`src/rtl/ff_bank_pkg.sv`:
```
// Shared encodings for the multimode flip-flop bank: mode values and
// the SR illegal-input policies.
package ff_bank_pkg;

    typedef enum logic [1:0] {
        MODE_SR = 2'b00,
        MODE_JK = 2'b01,
        MODE_D  = 2'b10,
        MODE_T  = 2'b11
    } mode_e;

    localparam int POL_HOLD = 0;
    localparam int POL_CLR  = 1;
    localparam int POL_SET  = 2;

    // Unknown policy codes fall back to hold so a bad parameter never corrupts state.
    function automatic logic sr_resolve(input logic q, input int policy);
        case (policy)
            POL_CLR: sr_resolve = 1'b0;
            POL_SET: sr_resolve = 1'b1;
            default: sr_resolve = q;
        endcase
    endfunction

endpackage

```
`src/rtl/ff_cell_next.sv`:
```
// Next-state logic for one flip-flop channel in any of the four modes,
// plus the SR illegal-input indication for that channel.
module ff_cell_next
    import ff_bank_pkg::*;
#(
    parameter int SR_POLICY = POL_HOLD
) (
    input  logic  q,
    input  logic  a,
    input  logic  b,
    input  mode_e mode,
    output logic  q_next,
    output logic  illegal
);

    always_comb begin
        q_next  = q;
        illegal = 1'b0;
        case (mode)
            MODE_SR: begin
                case ({a, b})
                    2'b10:   q_next = 1'b1;
                    2'b01:   q_next = 1'b0;
                    2'b11: begin
                        q_next  = sr_resolve(q, SR_POLICY);
                        illegal = 1'b1;
                    end
                    default: q_next = q;
                endcase
            end
            MODE_JK: begin
                case ({a, b})
                    2'b10:   q_next = 1'b1;
                    2'b01:   q_next = 1'b0;
                    2'b11:   q_next = ~q;
                    default: q_next = q;
                endcase
            end
            MODE_D:  q_next = a;
            MODE_T:  q_next = q ^ a;
            default: q_next = q;
        endcase
    end

endmodule

```
`src/rtl/ff_bank_multimode.sv`:
```
// Bank of WIDTH flip-flops sharing one runtime-selectable mode, with sticky
// per-channel SR illegal flags and a saturating illegal-cycle counter.
module ff_bank_multimode
    import ff_bank_pkg::*;
#(
    parameter int               WIDTH     = 8,
    parameter int               CNT_W     = 8,
    parameter int               SR_POLICY = 0,
    parameter logic [WIDTH-1:0] Q_INIT    = '0,
    parameter logic [1:0]       MODE_INIT = 2'b00
) (
    input  logic             clk,
    input  logic             rst_n,
    input  logic             en,
    input  logic             mode_we,
    input  logic [1:0]       mode_in,
    input  logic [WIDTH-1:0] a,
    input  logic [WIDTH-1:0] b,
    input  logic             err_clr,
    output logic [WIDTH-1:0] Q,
    output logic [WIDTH-1:0] Qbar,
    output logic [1:0]       mode,
    output logic [WIDTH-1:0] illegal_flag,
    output logic             illegal_any,
    output logic [CNT_W-1:0] illegal_cnt
);

    localparam logic [CNT_W-1:0] CNT_MAX = '1;

    logic [WIDTH-1:0] q_q, q_d;
    logic [1:0]       mode_q, mode_d;
    logic [WIDTH-1:0] flag_q, flag_d;
    logic [CNT_W-1:0] cnt_q, cnt_d;

    logic [WIDTH-1:0] cell_next;
    logic [WIDTH-1:0] cell_illegal;
    logic [WIDTH-1:0] event_vec;

    for (genvar i = 0; i < WIDTH; i++) begin : g_cell
        ff_cell_next #(
            .SR_POLICY (SR_POLICY)
        ) u_cell (
            .q       (q_q[i]),
            .a       (a[i]),
            .b       (b[i]),
            .mode    (mode_e'(mode_q)),
            .q_next  (cell_next[i]),
            .illegal (cell_illegal[i])
        );
    end

    // A new event in the same cycle as err_clr wins over the clear.
    always_comb begin
        event_vec = en ? cell_illegal : '0;
        q_d       = en ? cell_next : q_q;
        mode_d    = mode_we ? mode_in : mode_q;
        flag_d    = err_clr ? event_vec : (flag_q | event_vec);
        cnt_d     = err_clr ? '0 : cnt_q;
        if (|event_vec) begin
            if (err_clr) begin
                cnt_d = CNT_W'(1);
            end else if (cnt_q != CNT_MAX) begin
                cnt_d = cnt_q + CNT_W'(1);
            end
        end
    end

    always_ff @(posedge clk) begin
        if (!rst_n) begin
            q_q    <= Q_INIT;
            mode_q <= MODE_INIT;
            flag_q <= '0;
            cnt_q  <= '0;
        end else begin
            q_q    <= q_d;
            mode_q <= mode_d;
            flag_q <= flag_d;
            cnt_q  <= cnt_d;
        end
    end

    assign Q            = q_q;
    assign Qbar         = ~q_q;
    assign mode         = mode_q;
    assign illegal_flag = flag_q;
    assign illegal_any  = |flag_q;
    assign illegal_cnt  = cnt_q;

endmodule

```
`config.mk`:
```
export PLATFORM = sky130hd
export DESIGN_NAME = ff_bank_multimode
export DESIGN_NICKNAME = d
export VERILOG_FILES = /design/src/rtl/ff_bank_pkg.sv /design/src/rtl/ff_cell_next.sv /design/src/rtl/ff_bank_multimode.sv
export SDC_FILE = /design/constraint.sdc
export NUM_CORES = 1
export LEC_CHECK = 0
export CAP_MARGIN = 20
export CORE_MARGIN = 8
export CORE_UTILIZATION = 25
export DETAILED_ROUTE_END_ITERATION = 10
export PLACE_DENSITY = 0.57
export SYNTH_ARGS = -nofsm -noshare
export SYNTH_HDL_FRONTEND = slang
export SYNTH_HIERARCHICAL = 1
export SYNTH_SLANG_ARGS = --single-unit
```
`constraint.sdc`:
```
create_clock -name clk -period 4.7 [get_ports clk]
set_input_delay 0.705 -clock clk [delete_from_list [all_inputs] [get_ports clk]]
set_output_delay 0.705 -clock clk [all_outputs]
set_load 0.01 [all_outputs]
```
==> metrics <==
status finished clean; # hold bufs at CTS 0; syn nets 234; Post-Syn Area 1917 µm²; Post-Syn Instances 194; worst path cell trace buf_4 -> clkdlybuf4s50_1; Pre-antenna DRT Iters 4; ys flop type dfxtp_1; asr flop ratio synth 0%; CTS sink cnt 26; pwr/cell area 223.4 nW/µm²; Starting Density 25.33%; Rows 32; Ys Warns 6; Fin Setup TNS 0 ns; WL final 4964 µm; first-pass GRT wire length 8155 µm; Req. time, crit path 3.99 ns; Hold Path Depth 2; EDFF count, synth 0; crit path DAT 2.10 ns; layout cells sized above 1 8.765%; crit path kind reg -> out; CTS tree yes; initial antenna violation count 0; slowest stage delay, CP 0.95 ns; largest net degree at the start of global routing 23; synth-to-layout area growth 39.56%; Gates resized, CTS repair 0; DR iter-0 viols 64; Clock Latency Late Sink 0.28 ns; Worst-Margin Slew 0.9382 ns; CTS root buffer clkbuf_8; RR Endpoint illegal_cnt[6]; die area 10730 µm²; commonest non-fill, non-tap cell in the layout clkdlybuf4s50_1; CTS Buffer Depth 2; die extent in x 103.6 µm; drt drc 0; die height 103.6 µm; Setup Skew 0.008315 ns; CP Launch Type register; utilization after layout 35.35%; Leak Pwr 1.015 nW; worst flop-to-flop path startpoint mode[1]; CP max-delay cell dfxtp_1; nets@finish 292; total power 0.0005976 W; fin crit share 59.67%; post-placement cell count 349; Hold EP illegal_cnt[5]; cts bufs inserted 3; FF-to-FF path depth 5; DP Wirelength 3714 µm; Worst-path clk slew 0.10 ns; maxcap violations 0; Avg Synthesized Cell Area 9.881 µm²; Avg WL per Cell 14.06 µm; Hold Vio Cnt, Final 0; crit end category output port; DRT antenna net count 0; vias in the first global route 1615; Slew Limit Fails 0; setup bufs post-CTS 0; flops & latches, synth 26; RSZ-0062 raised after global routing false; Core Area 7567 µm²; FMAX 356.6 MHz; CTS H-tree depth 1; post-synth cell types 36; worst vdd ir 0.08590 mV; commonest non-fill, non-tap cells in the layout 57 x clkdlybuf4s50_1, 43 x mux2i_1, 26 x dfxtp_1; startpoint of the worst hold path illegal_cnt[5]; post-synthesis sequential area ratio 27.15%; minimum clock period after layout 2.805 ns; via count 1614; ANT cells 0; Vias/cell 4.572; r2r setup slk 2.30 ns; Total GRT Usage 8.993%; GP Congestion 0.7690; number of buffers added on ports 57; total congestion overflow 0; final setup vio count 0; fin cells 353; # IOs 58; largest fanout on the critical path 20; Hold Path Class reg -> reg; relative max-transition margin 37.37%
==> Yosys cell counts, types with 2 or more instances <==
library cell | number | area, µm²
a21oi_1 | 3 | 15.01
a22oi_1 | 8 | 60.06
a31o_1 | 2 | 17.52
and4_1 | 2 | 17.52
buf_1 | 2 | 7.510
clkbuf_1 | 3 | 11.26
dfxtp_1 | 26 | 520.5
ha_1 | 17 | 212.7
inv_1 | 19 | 71.32
mux2_4 | 8 | 120.1
mux2i_1 | 43 | 430.4
nand2_1 | 3 | 11.26
nand2b_1 | 2 | 12.51
nand3_1 | 3 | 15.01
nand4_1 | 3 | 18.77
nor2b_1 | 19 | 118.9
nor3b_1 | 8 | 60.06
nor4_1 | 3 | 18.77
o21ai_0 | 2 | 10.01
or4_4 | 2 | 22.52
==> power by group <==
group	switching (W)	total (W)	internal (W)	leakage, nW
registers	0.0000176	0.000247	0.000230	0.212
clock network	0.0000755	0.000190	0.000114	0.0357
logic	0.0000655	0.000161	0.0000954	0.768
total	0.000159	0.000598	0.000439	1.02
==> state kept, by name, indices dropped and copies added (netlist names) <==
name          count
illegal_cnt       8
mode              2
illegal_flag      8
Q                 8
==> worst max path at each step <==
stage,start,end,slack [ns]
after detailed placement,a[7],illegal_cnt[7],1.75
after global routing,mode[1],mode[1],1.77
after CTS,mode[1],mode[1],1.85
after floorplan,mode[1],illegal_cnt[2],2.38
final,mode[1],mode[1],1.90
after global placement,a[7],illegal_cnt[7],1.80
==> critical path: cells and delay by family (launching register included) <==
family | cells | cell delay [ns]
flops | 1 | 0.95
buf+inv | 2 | 0.86
==> final cells by class <==
class | instances | area (µm²)
Fill cell | 761 | 4892
Multi-Input combinational cell | 143 | 1299
Timing Repair Buffer | 59 | 585.6
Sequential cell | 26 | 520.5
Tap cell | 102 | 127.6
Inverter | 19 | 71.32
Clock buffer | 3 | 41.29
Clock inverter | 1 | 30.03
==> per-layer routing <==
metal	GRT usage, %	share of wire [%]	vias up
met3	2.664	5.0	4
met5	0	0	-
met1	11.38	48	758
li1	-	-	812
met4	1.679	0.46	0
met2	14.76	47	40
==> kinds of logic after synthesis <==
group           share of synthesized area, %
simple gates                           17.30
compound gates                         10.64
mux                                    28.72
fa+ha+maj                              11.10
buf+inv                                5.092
flops                                  27.15
==> per-stage QoR <==
stage | instance area (µm²) | worst slack [ns] | hold WS [ns]
after floorplan | 1917 | 2.376 | 0.5062
after global placement | 2604 | 1.797 | 0.5036
after detailed placement | 2604 | 1.754 | 0.5073
after CTS | 2675 | 1.853 | 0.5331
after global routing | 2675 | 1.770 | 0.5621
final | 2675 | 1.895 | 0.5281
Note: power is estimated with default switching activity, not from simulation.
